<file path="src/rtl/fetch_unit.sv">
// Instruction-fetch stage: holds the PC, issues single-outstanding word reads to
// instruction memory and feeds decode through an IF/ID register backed by a one-entry buffer.
module fetch_unit #(
    parameter int unsigned     XLEN     = 32,
    parameter logic [XLEN-1:0] RESET_PC = 32'h0000_0000
) (
    input  logic            clk,
    input  logic            rst_n,
    output logic            imem_req_valid,
    input  logic            imem_req_ready,
    output logic [XLEN-1:0] imem_req_addr,
    input  logic            imem_rsp_valid,
    input  logic [31:0]     imem_rsp_data,
    output logic            instr_valid,
    input  logic            instr_ready,
    output logic [31:0]     Instr,
    output logic [XLEN-1:0] PC,
    output logic [XLEN-1:0] PCPlus4,
    input  logic            PCSrc,
    input  logic [XLEN-1:0] PCTarget,
    output logic            fetch_fault
);

    typedef enum logic [1:0] {
        S_REQ   = 2'd0,
        S_WAIT  = 2'd1,
        S_FAULT = 2'd2
    } state_t;

    localparam logic [31:0]     NOP_INSTR = 32'h0000_0013;
    localparam logic [XLEN-1:0] PC_STEP   = 32'd4;

    state_t            state_r, state_nxt_s;
    logic [XLEN-1:0]   fetch_pc_r, fetch_pc_nxt_s;
    logic              squash_r, squash_nxt_s;
    logic              fault_r, fault_nxt_s;
    logic              out_valid_r, out_valid_nxt_s;
    logic [31:0]       out_instr_r, out_instr_nxt_s;
    logic [XLEN-1:0]   out_pc_r, out_pc_nxt_s;
    logic [XLEN-1:0]   out_pc4_r, out_pc4_nxt_s;
    logic              buf_valid_r, buf_valid_nxt_s;
    logic [31:0]       buf_instr_r, buf_instr_nxt_s;
    logic [XLEN-1:0]   buf_pc_r, buf_pc_nxt_s;
    logic [XLEN-1:0]   buf_pc4_r, buf_pc4_nxt_s;

    logic              accept_s, redirect_s, req_fire_s, rsp_take_s, deliver_s;
    logic              misaligned_s;
    logic [XLEN-1:0]   rsp_pc4_s;

    assign imem_req_valid = (state_r == S_REQ) && !buf_valid_r;
    assign imem_req_addr  = fetch_pc_r;
    assign instr_valid    = out_valid_r;
    assign Instr          = out_instr_r;
    assign PC             = out_pc_r;
    assign PCPlus4        = out_pc4_r;
    assign fetch_fault    = fault_r;

    // Next-state logic for the fetch FSM, PC, squash flag and the out/buf datapath
    always_comb begin
        state_nxt_s     = state_r;
        fetch_pc_nxt_s  = fetch_pc_r;
        squash_nxt_s    = squash_r;
        fault_nxt_s     = fault_r;
        out_valid_nxt_s = out_valid_r;
        out_instr_nxt_s = out_instr_r;
        out_pc_nxt_s    = out_pc_r;
        out_pc4_nxt_s   = out_pc4_r;
        buf_valid_nxt_s = buf_valid_r;
        buf_instr_nxt_s = buf_instr_r;
        buf_pc_nxt_s    = buf_pc_r;
        buf_pc4_nxt_s   = buf_pc4_r;

        accept_s     = out_valid_r && instr_ready;
        redirect_s   = accept_s && PCSrc;
        req_fire_s   = imem_req_valid && imem_req_ready;
        rsp_take_s   = (state_r == S_WAIT) && imem_rsp_valid;
        deliver_s    = rsp_take_s && !squash_r && !redirect_s;
        misaligned_s = (PCTarget[1:0] != 2'b00);
        rsp_pc4_s    = fetch_pc_r + PC_STEP;

        case (state_r)
            S_REQ: begin
                if (req_fire_s) state_nxt_s = S_WAIT;
                else            state_nxt_s = S_REQ;
            end
            S_WAIT: begin
                if (rsp_take_s) begin
                    state_nxt_s  = S_REQ;
                    squash_nxt_s = 1'b0;
                end else begin
                    state_nxt_s  = S_WAIT;
                end
            end
            S_FAULT: state_nxt_s = S_FAULT;
            default: begin
                state_nxt_s = S_FAULT;
                fault_nxt_s = 1'b1;
            end
        endcase

        // A request accepted this cycle still carries the pre-redirect address
        if (redirect_s) begin
            fetch_pc_nxt_s = PCTarget;
            squash_nxt_s   = ((state_r == S_WAIT) && !imem_rsp_valid) || req_fire_s;
            if (misaligned_s) begin
                state_nxt_s = S_FAULT;
                fault_nxt_s = 1'b1;
            end else begin
                fault_nxt_s = fault_r;
            end
        end else if (deliver_s) begin
            fetch_pc_nxt_s = rsp_pc4_s;
        end else begin
            fetch_pc_nxt_s = fetch_pc_r;
        end

        if (redirect_s) begin
            out_valid_nxt_s = 1'b0;
            buf_valid_nxt_s = 1'b0;
        end else if (accept_s) begin
            if (buf_valid_r) begin
                out_instr_nxt_s = buf_instr_r;
                out_pc_nxt_s    = buf_pc_r;
                out_pc4_nxt_s   = buf_pc4_r;
                buf_valid_nxt_s = deliver_s;
                buf_instr_nxt_s = imem_rsp_data;
                buf_pc_nxt_s    = fetch_pc_r;
                buf_pc4_nxt_s   = rsp_pc4_s;
            end else if (deliver_s) begin
                out_instr_nxt_s = imem_rsp_data;
                out_pc_nxt_s    = fetch_pc_r;
                out_pc4_nxt_s   = rsp_pc4_s;
            end else begin
                out_valid_nxt_s = 1'b0;
            end
        end else if (deliver_s) begin
            if (!out_valid_r) begin
                out_valid_nxt_s = 1'b1;
                out_instr_nxt_s = imem_rsp_data;
                out_pc_nxt_s    = fetch_pc_r;
                out_pc4_nxt_s   = rsp_pc4_s;
            end else begin
                buf_valid_nxt_s = 1'b1;
                buf_instr_nxt_s = imem_rsp_data;
                buf_pc_nxt_s    = fetch_pc_r;
                buf_pc4_nxt_s   = rsp_pc4_s;
            end
        end else begin
            out_valid_nxt_s = out_valid_r;
        end

        if (state_r == S_FAULT) begin
            out_valid_nxt_s = 1'b0;
            buf_valid_nxt_s = 1'b0;
        end else begin
            fault_nxt_s = fault_nxt_s;
        end
    end

    // State and datapath registers with synchronous active-low reset
    always_ff @(posedge clk) begin
        if (!rst_n) begin
            state_r     <= S_REQ;
            fetch_pc_r  <= RESET_PC;
            squash_r    <= 1'b0;
            fault_r     <= 1'b0;
            out_valid_r <= 1'b0;
            out_instr_r <= NOP_INSTR;
            out_pc_r    <= '0;
            out_pc4_r   <= '0;
            buf_valid_r <= 1'b0;
            buf_instr_r <= 32'h0000_0000;
            buf_pc_r    <= '0;
            buf_pc4_r   <= '0;
        end else begin
            state_r     <= state_nxt_s;
            fetch_pc_r  <= fetch_pc_nxt_s;
            squash_r    <= squash_nxt_s;
            fault_r     <= fault_nxt_s;
            out_valid_r <= out_valid_nxt_s;
            out_instr_r <= out_instr_nxt_s;
            out_pc_r    <= out_pc_nxt_s;
            out_pc4_r   <= out_pc4_nxt_s;
            buf_valid_r <= buf_valid_nxt_s;
            buf_instr_r <= buf_instr_nxt_s;
            buf_pc_r    <= buf_pc_nxt_s;
            buf_pc4_r   <= buf_pc4_nxt_s;
        end
    end

endmodule

</file>
<file path="config.mk">
export PLATFORM = sky130hd
export DESIGN_NAME = fetch_unit
export DESIGN_NICKNAME = d
export VERILOG_FILES = /design/src/rtl/fetch_unit.sv
export SDC_FILE = /design/constraint.sdc
export NUM_CORES = 1
export LEC_CHECK = 0
export ABC_AREA = 1
export BUFFER_PORTS_ARGS = -buffer_cell sky130_fd_sc_hd__buf_2
export CAP_MARGIN = 20
export CORE_MARGIN = 2
export CORE_UTILIZATION = 30
export DETAILED_ROUTE_END_ITERATION = 12
export HOLD_SLACK_MARGIN = 0.05
export PLACE_DENSITY = 0.6
export SLEW_MARGIN = 40
export SYNTH_ARGS = -nofsm -noshare
export SYNTH_HDL_FRONTEND = slang
export SYNTH_SLANG_ARGS = --single-unit
</file>
<file path="constraint.sdc">
create_clock -name clk -period 1.8 [get_ports clk]
set_input_delay 0.18 -clock clk [delete_from_list [all_inputs] [get_ports clk]]
set_output_delay 0.18 -clock clk [all_outputs]
set_load 0.05 [all_outputs]
</file>
=== Word-level counts from Yosys, hierarchy flattened ===
Cells that the tools add are included.

* Add/subtract/negate cells: 1
* $mul: 0
* Div/mod/pow operators: 0
* $lt $le $gt $ge: 0
* Eq/ne operators: 8
* Shift operators: 0
* Muxes and demuxes: 47
* Bitwise gates (word level): 2
* Reduce and logical (&&, ||, !) cells: 29

{| class="wikitable"
|+ Operators by type and width
! operator !! count
|-
| 2-to-1 mux 32 bit || 28
|-
| adder 32 x 3 -> 32 bit, second input constant || 1
|-
| 2-to-1 mux 1 bit || 16
|-
| nonzero test 2 bit || 7
|-
| logical AND 1 bit || 8
|-
| AND reduction 4 bit || 2
|-
| inequality test 2 x 1 -> 1 bit, second input constant || 3
|-
| inequality test 2 bit, second input constant || 3
|-
| AND reduction 2 bit || 3
|-
| OR reduction 3 bit || 2
|-
| zero test 1 bit || 4
|-
| 2-to-1 mux 2 bit || 2
|-
| case mux 2 bit (2 select lines) || 1
|-
| AND reduction 3 bit || 1
|-
| equality test 2 x 1 -> 1 bit, second input constant || 1
|-
| equality test 2 bit, second input constant || 1
|-
| zero test 2 bit || 1
|-
| inverter 1 bit || 2
|-
| logical OR 1 bit || 1
|}

* Flip-flop bits (word level): 230
* Latch bits: 0
* Bits in writable memories: 0
* ROM bits: 0
* Input port bits: 70
* Output and inout bits: 131
* Logic and storage cells: 99
* Memories kept: 0

=== Longest topological paths before layout ===
Gate-level depths: netlist of the first run.

* Word-level depth: 7
* Mapped depth: 11
* Depth with buffers taken out: 11

=== Worst setup path after synthesis of the first run ===
No wires, ideal clock.

* Path kind: reg2reg
* Start: register fetch_pc_r[3] (netlist: imem_req_addr[3])
* End: register buf_pc4_r[26]
* Setup time: 115 ps
* Data arrival time: 1940 ps
* Data required time: 1685 ps
* Setup slack: -256 ps
* Cell stages (with the launch flop): 11
* Path buffers: 0
* Clock period less this slack: 2056 ps
* Cells stage by stage: dfxtp_1 > ha_1 > nand2_1 > nor2_1 > nand2_1 > nor2_1 > nand2_1 > nand2_1 > nand2_1 > o21ai_0 > inv_1

* Cells in the longest elaborated chain, start to end: 4
* Elaborated cells on any way between the ends: 5
* Those cells by class: add/sub (1); mux (4)

{| class="wikitable"
|+ RTL lines
! item !! RTL line !! source
|-
| from (decl) || 34 || <nowiki>logic [XLEN-1:0] fetch_pc_r, fetch_pc_nxt_s;</nowiki>
|-
| from (signal assigned) || 177 || <nowiki>fetch_pc_r <= fetch_pc_nxt_s;</nowiki>
|-
| adder 32 x 3 -> 32 bit * || 79 || <nowiki>rsp_pc4_s = fetch_pc_r + PC_STEP;</nowiki>
|-
| 2-to-1 mux 32 bit || 137 || <nowiki>if (!out_valid_r) begin</nowiki>
|-
| 2-to-1 mux 32 bit || 136 || <nowiki>end else if (deliver_s) begin</nowiki>
|-
| 2-to-1 mux 32 bit * || 120 || <nowiki>end else if (accept_s) begin</nowiki>
|-
| to (signal assigned) || 187 || <nowiki>buf_pc4_r <= buf_pc4_nxt_s;</nowiki>
|-
| to (decl) || 44 || <nowiki>logic [XLEN-1:0] buf_pc4_r, buf_pc4_nxt_s;</nowiki>
|}

Mark *: on every way between the ends. The rest lies on a longest branch, timed or not. The select of a mux whose other input is x is not followed.
A chain may end at the register's enable or synchronous reset.

=== Worst setup path after layout of the first run ===
* Start: register state_r[1]
* End: register out_pc_r[24] (netlist: PC[24])

* Cells in the longest elaborated chain, start to end: 6
* Elaborated cells on any way between the ends: 7
* Those cells by class: eq/ne (1); reduce/logical (6)

{| class="wikitable"
|+ RTL lines
! item !! RTL line !! source
|-
| from (decl) || 33 || <nowiki>state_t state_r, state_nxt_s;</nowiki>
|-
| from (signal assigned) || 176 || <nowiki>state_r <= state_nxt_s;</nowiki>
|-
| equality test 2 x 1 -> 1 bit * || 76 || <nowiki>rsp_take_s = (state_r == S_WAIT) && imem_rsp_valid;</nowiki>
|-
| logical AND 1 bit * || 76 ||
|-
| logical AND 1 bit * (2 in series) || 77 || <nowiki>deliver_s = rsp_take_s && !squash_r && !redirect_s;</nowiki>
|-
| nonzero test 2 bit (no source line) || n/a ||
|-
| AND reduction 4 bit (no source line) * || n/a ||
|-
| to (signal assigned) || 182 || <nowiki>out_pc_r <= out_pc_nxt_s;</nowiki>
|-
| to (decl) || 39 || <nowiki>logic [XLEN-1:0] out_pc_r, out_pc_nxt_s;</nowiki>
|}

Mark *: on every way between the ends. The rest lies on a longest branch, timed or not.

==> results.sh, run 1 <==
export IMPL_synthesis_area_um2=10300
export IMPL_core_area_um2=33700
export IMPL_synth_most_common_cell="nand2_1"
export IMPL_arrival_ps=2120
export IMPL_clock_skew_ps=15.6
export IMPL_worstSetupPathType="register to register"
export IMPL_grt_overflow_total=0
export IMPL_cts_root_buffer_cell="clkbuf_16"
export IMPL_crit_path_start_kind="register"
export IMPL_cts_made_buffers=25
export IMPL_start_util_pct=30.7
export IMPL_setup_viol=0
export IMPL_yosysTopAreaCell="dfxtp_1"
export IMPL_place_hpwl_mm=23.3
export IMPL_place_ws_ps=1.51
export IMPL_outcome="finished clean"
export IMPL_period_share_pct=94.7
export IMPL_synth_area_per_cell_um2=6.70
export IMPL_ios=201
export IMPL_vias_per_cell=4.65
export IMPL_yosysUniqueCellTypes=34
export IMPL_postPlaceCellArea_um2=12000
export IMPL_drive_gt1_share_pct=19.6
export IMPL_numClockSinks=226
export IMPL_power_density_nw_per_um2=911
export IMPL_place_gp_congestion=0.903
export IMPL_power_frac_seq_pct=42.7
export IMPL_first_pass_iters=5
export IMPL_synth_fp_nets=1614
export IMPL_drt_initial_drc_count=854
export IMPL_p_switching_mw=3.64
export IMPL_synth_top_area_share_pct=43.8
export IMPL_crit_path_end_kind="register"
export IMPL_fin_nets=1884
export IMPL_timing_fmax_mhz=586
export IMPL_synth_edf_count=0
export IMPL_swShare_pct=29.0
export IMPL_p_comb_share_pct=16.5
export IMPL_cts_buffer_depth=3
export IMPL_fin_area_um2=13800
export IMPL_grt_pass1_vias=9732
export IMPL_ys_flop_type="dfxtp_1"
export IMPL_synth_common_cells="nand2_1 (381), nor2_1 (249), dfxtp_1 (226)"
export IMPL_worst_pin_slew_ps=433
export IMPL_numPortBuffers=200
export IMPL_die_h_um=190
export IMPL_layout_min_cycle_time_ps=1710
export IMPL_wl_per_cell_um=15.0
export IMPL_ys_ff_latch=226
export IMPL_hold_violations=0
export IMPL_grt_usage_pct=18.2
export IMPL_wirelength_mm=34.2
export IMPL_cts_tree="yes"
export IMPL_syn_inst=1542
export IMPL_clock_latency_ps=530
export IMPL_die_x_um=190
export IMPL_antenna_found_initial=0
export IMPL_row_count=67
export IMPL_via_count=10600
export IMPL_required_ps=2210
export IMPL_drc=0
export IMPL_grt_first_pass_wirelength_mm=52.6
export IMPL_area_delta_synth_final_pct=33.3
export IMPL_n_antenna_cell=0
export IMPL_instances_no_fill=2277
export IMPL_worstHoldPathType="input port to register"
export IMPL_cp_max_fo=50
export IMPL_die_area_um2=35900
export IMPL_ys_async_sr_fraction_pct=0
export IMPL_maxCapViolCount=0
export IMPL_antenna_left=0
export IMPL_ys_warn_count=0
export IMPL_drv_slew=0
export IMPL_clkPwrFrac_pct=40.8
export IMPL_fin_ws_ps=94.7
export IMPL_yosysSeqAreaShare_pct=43.8
export IMPL_placed_cells=2159
export IMPL_rsz0062_at_grt="true"
export IMPL_grt_max_degree=105
export IMPL_cellLeakagePower_nw=5.97
export IMPL_htree_levels=1
export IMPL_power_internal_mw=8.91
export IMPL_ir_drop_mv=0.674
export IMPL_clk_pin_slew_ps=60
export IMPL_synth_area_leaders="dfxtp_1 (44%), nand2_1 (14%), nor2_1 (9.0%), o21ai_0 (7.8%), a21oi_1 (6.2%)"
export IMPL_relSlewSlack_pct=71.2
==> metal layers <==
layer	track usage [%]	vias up	share of wire, %
li1	-	5418	-
met1	25.1	4769	46
met2	28.7	326	44
met3	2.62	76	5.9
met4	7.07	0	3.8
met5	0	-	0
==> final cells by class <==
type                            count  area [um^2]
Fill cell                        3542        19900
Multi-Input combinational cell   1062         4780
Sequential cell                   226         4540
Timing Repair Buffer              339         2470
Clock buffer                       38          724
Inverter                          158          604
Tap cell                          448          561
Clock inverter                      6         87.6
==> worst paths after layout <==
path	cells after the start	from	end	slack (ps)
worst max-delay path	9	state_r[1]	PC[24]	90
worst min-delay path	4	imem_req_ready	state_r[0]	80
worst min register to register	2	buf_pc_r[11]	buf_pc_r[11]	450
worst max register to register	9	state_r[1]	PC[24]	90
==> through the flow <==
| stage | utilization [%] | total power [mW] | hold slack (ps) | TNS (ps) |
|---|---|---|---|---|
| after floorplan | - | 6.81 | 339 | -18.6 |
| after global placement | 35.6 | 7.34 | 432 | 0 |
| after detailed placement | 35.6 | 7.36 | 437 | 0 |
| after CTS | 40.0 | 12.6 | 71.6 | 0 |
| after global routing | 40.9 | 13.1 | 93.8 | -52.8 |
| final | 40.9 | 12.5 | 85.0 | 0 |
==> cells by family after synthesis <==
logic type,after synthesis,synth area share (%)
DFF,226,43.8
adders and majority gates,2,0.242
and+or+nand+nor,676,25.7
buffers and inverters,254,11.0
AOI/OAI and AO/OA,378,18.8
xor gates and xnor gates,6,0.509
==> worst max-delay path, cell delays in order, from the launching register on <==
cell,delay (ps)
dfxtp_1,350
inv_2,80
nand3_1,120
nor2_4,210
nand2_8,80
o21ai_2,110
nand2_4,130
buf_12,220
o21ai_1,210
nor2_1,50
==> cell usage in the layout (no fill, tap or decap), types with 2 or more instances in the layout <==
| master | netlist | layout |
|---|---|---|
| nand3_1 | 29 | 29 |
| o21ai_1 | 66 | 71 |
| clkbuf_16 | 0 | 30 |
| nor2_4 | 3 | 4 |
| bufinv_16 | 0 | 2 |
| dfxtp_2 | 0 | 9 |
| buf_16 | 0 | 2 |
| dlygate4sd3_1 | 0 | 65 |
| clkinv_1 | 2 | 2 |
| o31ai_1 | 2 | 2 |
| nand3b_1 | 6 | 6 |
| dfxtp_1 | 226 | 216 |
| clkbuf_8 | 0 | 5 |
| o21a_1 | 4 | 4 |
| nand2_1 | 381 | 379 |
| o21ai_0 | 161 | 151 |
| o21ai_4 | 0 | 2 |
| buf_12 | 0 | 10 |
| clkbuf_1 | 42 | 8 |
| nor2_1 | 249 | 235 |
| nand2_4 | 0 | 3 |
| nor2_2 | 0 | 13 |
| buf_2 | 19 | 199 |
| buf_4 | 18 | 56 |
| inv_2 | 3 | 2 |
| a211oi_1 | 2 | 2 |
| o21ai_2 | 1 | 4 |
| inv_1 | 152 | 151 |
| xnor2_1 | 2 | 2 |
| and2_1 | 2 | 2 |
| clkinv_2 | 0 | 3 |
| xor2_1 | 4 | 4 |
| nand2_2 | 3 | 2 |
| a31oi_1 | 10 | 10 |
| a21oi_1 | 129 | 128 |
==> state kept, by name, indices dropped and copies added, names as in the netlist, 2 cells and up <==
name,count
Instr,32
PC,32
PCPlus4,30
buf_instr_r,32
buf_pc4_r,30
buf_pc_r,32
imem_req_addr,32
state_r,2
==> repair_timing <==
| action | in CTS | in global routing |
|---|---|---|
| gates resized for setup | 1 | 49 |
| pin swaps | 0 | 4 |
| setup buffers | 0 | 4 |
| cloned | 0 | 5 |
| setup endpoints to repair | 1 | 139 |
| hold endpoints to repair | 101 | 0 |
| hold buffers | 65 | 0 |
==> power by group through the flow <==
| stage | registers [mW] | logic (mW) | clock network (mW) |
|---|---|---|---|
| 2_1_floorplan | 6.07 | 0.739 | 0 |
| 3_3_place_gp | 5.46 | 1.89 | 0 |
| 3_5_place_dp | 5.46 | 1.90 | 0 |
| 4_1_cts | 5.35 | 2.01 | 5.24 |
| 5_1_grt | 5.38 | 2.25 | 5.45 |
| 6_report | 5.35 | 2.07 | 5.12 |
Note: power is estimated with default switching activity, not from simulation.
==> inputs of run 2 (changes only) <==
--- a/config.mk
+++ b/config.mk
@@ -5,7 +5,6 @@
 export SDC_FILE = /design/constraint.sdc
 export NUM_CORES = 1
 export LEC_CHECK = 0
-export ABC_AREA = 1
 export BUFFER_PORTS_ARGS = -buffer_cell sky130_fd_sc_hd__buf_2
 export CAP_MARGIN = 20
 export CORE_MARGIN = 2
@@ -13,6 +12,7 @@
 export DETAILED_ROUTE_END_ITERATION = 12
 export HOLD_SLACK_MARGIN = 0.05
 export PLACE_DENSITY = 0.6
+export SETUP_SLACK_MARGIN = 0.4
 export SLEW_MARGIN = 40
 export SYNTH_ARGS = -nofsm -noshare
 export SYNTH_HDL_FRONTEND = slang
==> run 2 against run 1 <==
Net effect: global-route usage up 6.1 points; critical path depth down 3; cell count down 3.7%; clock-buffer cell count up 5; the flow now finishes with violations (setup timing); critical path type unchanged; non-clock buffer count up 225; wire length up 35%; clock skew down 4.2 ps; setup slack worse by 250 ps.
==> results.sh, run 2 <==
export IMPL_grt_overflow_total=0
export IMPL_gr_usage_met3_pct=5.11
export IMPL_hold_violations=0
export IMPL_synthesis_area_um2=9860
export IMPL_grt_usage_pct=24.3
export IMPL_hold_path_depth=4
export IMPL_synth_fp_nets=1334
export IMPL_first_pass_iters=7
export IMPL_grt_first_pass_wirelength_mm=64.2
export IMPL_power_density_nw_per_um2=713
export IMPL_worstSetupPathType="register to register"
export IMPL_rsz0062_at_grt="true"
export IMPL_ios=201
export IMPL_drt_initial_drc_count=741
export IMPL_grt_pass1_vias=11100
export IMPL_antenna_left=0
export IMPL_grt_busiest_layer="met2"
export IMPL_cts_root_buffer_cell="clkbuf_16"
export IMPL_most_common_layout_cells="nand2_1 (214), dfxtp_1 (192), buf_2 (171)"
export IMPL_drive_gt1_share_pct=52.5
export IMPL_outcome="complete, but fails checks"
export IMPL_total_power_mw=13.5
export IMPL_numClockSinks=226
export IMPL_hold_path_end="state_r[0]"
export IMPL_required_ps=2280
export IMPL_via_count=11700
export IMPL_synth_most_common_cell="nand2_1"
export IMPL_place_ws_ps=-122
export IMPL_worstHoldPathType="input port to register"
export IMPL_wl_per_cell_um=21.0
export IMPL_synth_edf_count=0
export IMPL_drc=0
export IMPL_nFillCells=2590
export IMPL_start_util_pct=30.4
export IMPL_arrival_ps=2440
export IMPL_cts_made_buffers=26
export IMPL_area_delta_synth_final_pct=92.6
export IMPL_synth_area_per_cell_um2=7.81
export IMPL_crit_path_end_kind="register"
export IMPL_cellLeakagePower_nw=7.53
export IMPL_synth_area_leaders="dfxtp_1 (46%), nand2_1 (11%), a311oi_1 (6.1%), a21oi_1 (5.9%), nor2_1 (5.1%)"
export IMPL_timing_fmax_mhz=511
export IMPL_cts_buffer_depth=3
export IMPL_rr_worst_depth=6
export IMPL_violations="setup timing"
export IMPL_numPortBuffers=200
export IMPL_clk_pin_slew_ps=60
export IMPL_clock_skew_ps=11.4
export IMPL_crit_chain="nand3_4, or4_4, or3_4, buf_4, or3_1, nand3_1"
export IMPL_use_met2_pct=43.1
export IMPL_synth_top_area_share_pct=45.9
export IMPL_htree_levels=1
export IMPL_synth_common_cells="nand2_1 (298), dfxtp_1 (226), nor2_1 (134)"
export IMPL_min_delay_start="imem_rsp_valid"
export IMPL_die_h_um=185
export IMPL_core_area_um2=32500
export IMPL_cp_max_fo=3
export IMPL_die_x_um=185
export IMPL_wirelength_mm=46.1
export IMPL_drv_slew=0
export IMPL_yosysUniqueCellTypes=54
export IMPL_grt_max_degree=43
export IMPL_fin_ws_ps=-159
export IMPL_ys_warn_count=0
export IMPL_worst_pin_slew_ps=449
export IMPL_final_common_cell="nand2_1"
export IMPL_ir_drop_mv=0.668
export IMPL_max_stage_delay_ps=520
export IMPL_r2r_end="PCPlus4[27]"
export IMPL_rrSetupSlack_ps=-160
export IMPL_clock_latency_ps=540
export IMPL_ys_ff_latch=226
export IMPL_grt_use_met1_pct=28.9
export IMPL_maxCapViolCount=0
export IMPL_utilization_pct=58.5
export IMPL_ys_flop_type="dfxtp_1"
export IMPL_antenna_found_initial=0
export IMPL_n_antenna_cell=0
export IMPL_crit_path_start_kind="register"
export IMPL_place_gp_congestion=0.866
export IMPL_vias_per_cell=5.36
export IMPL_worstReg2RegStart="imem_req_addr[22]"
export IMPL_die_area_um2=34300
export IMPL_relSlewSlack_pct=70.0
export IMPL_row_count=66
export IMPL_place_hpwl_mm=23.1
export IMPL_setup_viol=147
export IMPL_yosysSeqAreaShare_pct=45.9
export IMPL_cp_slowest_cell="or4_4"
export IMPL_ys_async_sr_fraction_pct=0
export IMPL_yosysTopAreaCell="dfxtp_1"
export IMPL_cts_tree="yes"
export IMPL_syn_inst=1262
export IMPL_period_share_pct=109
export IMPL_fin_nets=1803
export IMPL_layout_min_cycle_time_ps=1960
run 2: cell types whose count changed in the layout (fill, tap and decap cells not counted), moves of 57 or more:
cell	previous run	this run
buf_4	56	113
nor2_1	235	75
o21ai_0	151	31
nand2_1	379	214
buf_6	1	77
inv_1	151	4
a21oi_2	1	67
o21ai_1	71	11
a21oi_1	128	49
run 2: layout make-up:
| class | count | area, um^2 | area share [%] |
|---|---|---|---|
| Tap cell | 442 | 553 | 2.91 |
| Multi-Input combinational cell | 908 | 6870 | 36.2 |
| Clock buffer | 43 | 827 | 4.35 |
| Clock inverter | 4 | 22.5 | 0.119 |
| Inverter | 5 | 23.8 | 0.125 |
| Timing Repair Buffer | 564 | 6060 | 31.9 |
| Sequential cell | 226 | 4640 | 24.4 |
run 2: stage by stage:
step | setup TNS [ps] | std cells | area (um^2) | hold slack [ps]
3_5_place_dp | -511 | 1893 | 12300 | 440
2_1_floorplan | -1690 | 1262 | 10700 | 316
4_1_cts | -1070 | 2137 | 17100 | 78.5
5_1_grt | -16580 | 2192 | 19000 | 119
6_report | -9900 | 2192 | 19000 | 92.1
3_3_place_gp | -309 | 1893 | 12300 | 434
run 2: worst max-delay path, delay by kind of cell (launching register included):
family / cells / cell delay, ps
AND/OR/NAND/NOR: 5 / 1380
flip-flops: 1 / 360
buffers and inverters: 1 / 160
run 2: kinds of logic after synthesis:
group | synth area share, %
simple gates | 24.5
mux | 0.723
fa+ha+maj | 0.254
buf+inv | 5.90
flops | 45.9
xor+xnor | 4.00
compound gates | 18.8
run 2: worst max path at each step:
stage / start / cells past startpoint / to / slack [ps]
2_1_floorplan: imem_req_addr[23] / 6 / imem_req_addr[27] / -340
3_3_place_gp: imem_req_addr[22] / 5 / imem_req_addr[27] / -110
3_5_place_dp: imem_req_addr[22] / 5 / imem_req_addr[27] / -120
4_1_cts: imem_req_addr[24] / 5 / imem_req_addr[27] / -90
5_1_grt: squash_r / 10 / buf_instr_r[31] / -200
6_report: imem_req_addr[22] / 6 / PCPlus4[27] / -160
run 2: timing repair:
item / 4_1_cts / 5_1_grt
endpoints found under the hold margin: 101 / 0
gates cloned: 43 / 4
pin swaps: 172 / 114
setup endpoints to repair: 259 / 286
setup buffers: 86 / 51
hold buffers: 68 / 0
gates resized for setup: 341 / 380
run 2: layer usage:
metal,routed length (um),up-vias
met5,0,-
met4,1970,0
met3,3500,128
met1,17600,5747
li1,-,5361
met2,23000,507
run 2: report_power, final:
| part | internal (mW) | total, mW | switching, mW |
|---|---|---|---|
| clock | 3.11 | 5.29 | 2.17 |
| combinational | 1.29 | 2.93 | 1.63 |
| sequential | 5.16 | 5.34 | 0.171 |
==> inputs of run 3 (changes only) <==
==> constraint.sdc (replaced) <==
create_clock -name clk -period 1.9 [get_ports clk]
set_input_delay 0.38 -clock clk [delete_from_list [all_inputs] [get_ports clk]]
set_output_delay 0.38 -clock clk [all_outputs]
set_load 0.05 [all_outputs]
==> run 3 against run 2 <==
Net effect: the run now ends clean; sequential share of layout area grew 2.3 points; clock-buffer cell count is the same; power shrank 5.7%; sequential power shrank 5.6%; hold slack lost 6.2 ps; wire length shrank 9.6%; non-clock buffer count shrank 124; first-iteration DRC count shrank 15%; clock skew grew 10 ps; setup slack gained 170 ps; utilization shrank 5.1 points; flip-flop and latch count is the same; largest cell class unchanged; largest power group is now clock; highest routed layer unchanged.
==> results.sh, run 3 (same netlist as run 2, synthesis figures left out) <==
export IMPL_cp_max_fo=3
export IMPL_cts_root_buffer_cell="clkbuf_16"
export IMPL_rsz0062_at_grt="true"
export IMPL_required_ps=2370
export IMPL_hold_violations=0
export IMPL_antenna_left=0
export IMPL_htree_levels=1
export IMPL_place_hpwl_mm=22.8
export IMPL_power_density_nw_per_um2=738
export IMPL_cts_made_buffers=26
export IMPL_period_share_pct=99.3
export IMPL_worstHoldPathType="input port to register"
export IMPL_grt_max_degree=53
export IMPL_grt_usage_pct=21.1
export IMPL_most_common_layout_cells="nand2_1 (228), dfxtp_1 (194), buf_2 (187)"
export IMPL_nFillCells=2773
export IMPL_ir_drop_mv=0.636
export IMPL_fin_ws_ps=13.2
export IMPL_numPortBuffers=200
export IMPL_place_ws_ps=-60.3
export IMPL_grt_first_pass_wirelength_mm=56.8
export IMPL_die_x_um=185
export IMPL_die_h_um=185
export IMPL_grt_overflow_total=0
export IMPL_outcome="finished clean"
export IMPL_first_pass_iters=6
export IMPL_cellLeakagePower_nw=7.22
export IMPL_instances_no_fill=2066
export IMPL_wl_per_cell_um=20.2
export IMPL_fin_nets=1676
export IMPL_cts_tree="yes"
export IMPL_layout_min_cycle_time_ps=1890
export IMPL_crit_path_end_kind="register"
export IMPL_setup_viol=0
export IMPL_cts_buffer_depth=3
export IMPL_timing_fmax_mhz=530
export IMPL_core_area_um2=32500
export IMPL_drt_initial_drc_count=628
export IMPL_worstSetupPathType="register to register"
export IMPL_area_delta_synth_final_pct=75.8
export IMPL_row_count=66
export IMPL_maxCapViolCount=0
export IMPL_drv_slew=0
export IMPL_drive_gt1_share_pct=52.5
export IMPL_ios=201
export IMPL_via_count=11000
export IMPL_grt_pass1_vias=9784
export IMPL_placed_cells=1875
export IMPL_drc=0
export IMPL_worst_pin_slew_ps=428
export IMPL_clock_latency_ps=550
export IMPL_clk_pin_slew_ps=60
export IMPL_die_area_um2=34300
export IMPL_place_gp_congestion=0.900
export IMPL_final_common_cell="nand2_1"
export IMPL_vias_per_cell=5.33
export IMPL_start_util_pct=30.4
export IMPL_wirelength_mm=41.7
export IMPL_antenna_found_initial=1
export IMPL_clock_skew_ps=21.7
export IMPL_relSlewSlack_pct=71.2
export IMPL_arrival_ps=2360
export IMPL_numClockSinks=226
export IMPL_crit_path_start_kind="register"
[run 3: final timing paths]
kind                                           to  cells after the start  slack [ps]         startpoint
worst min-delay path              buf_instr_r[31]                      3          90  imem_rsp_data[31]
worst max register to register  imem_req_addr[27]                      5          10  imem_req_addr[23]
worst max-delay path            imem_req_addr[27]                      5          10  imem_req_addr[23]
worst min register to register       buf_pc_r[25]                      2         450       buf_pc_r[25]
[run 3: routing by layer]
metal | GRT usage (%) | part of all wire, % | up-vias | routed length (um)
li1 | - | - | 5077 | -
met1 | 27.0 | 40 | 5402 | 16800
met2 | 36.4 | 50 | 436 | 20800
met3 | 3.68 | 6.5 | 87 | 2700
met4 | 5.62 | 3.1 | 0 | 1300
met5 | 0 | 0 | - | 0
[run 3: final cells by class]
type                    instances  area [um^2]  area share [%]
diodes                          1         2.50          0.0144
clock buffers                  43          806            4.65
clock inverters                 4         73.8           0.426
inverters                       5         23.8           0.137
multi-input cells             905         6910            39.8
flip-flops and latches        226         4630            26.7
well taps                     442          553            3.19
repair buffers                440         4330            25.0
[run 3: worst max-delay path, cell delays in order, from the launching register on]
cell and delay [ps]:
dfxtp_4 350, nand3_4 80, or4_4 520, or3_4 350, or4_1 410, o211ai_1 100
[run 3: timing repair]
action,in CTS,in global routing
setup buffers,61,41
resized for setup,175,427
endpoints found under the setup margin,348,354
gates cloned,25,16
pin swaps,81,186
hold buffers,0,0
[run 3: per-stage QoR]
| step | power, mW | util (%) | hold slack, ps | TNS (ps) | cell area (um^2) |
|---|---|---|---|---|---|
| after floorplan | 6.27 | - | 436 | -636 | 10500 |
| after global placement | 6.74 | 37.5 | 439 | -2.62 | 12200 |
| after detailed placement | 6.76 | 37.5 | 444 | -134 | 12200 |
| after CTS | 12.4 | 46.0 | 79.4 | -18.0 | 14900 |
| after global routing | 13.2 | 53.4 | 89.1 | -244 | 17300 |
| final | 12.8 | 53.4 | 85.9 | 0 | 17300 |
[run 3: where the power goes]
group / internal, mW / total, mW / switching [mW]
clock: 3.14 / 5.23 / 2.08
sequential: 4.89 / 5.04 / 0.148
combinational: 1.00 / 2.52 / 1.52
total: 9.03 / 12.8 / 3.75
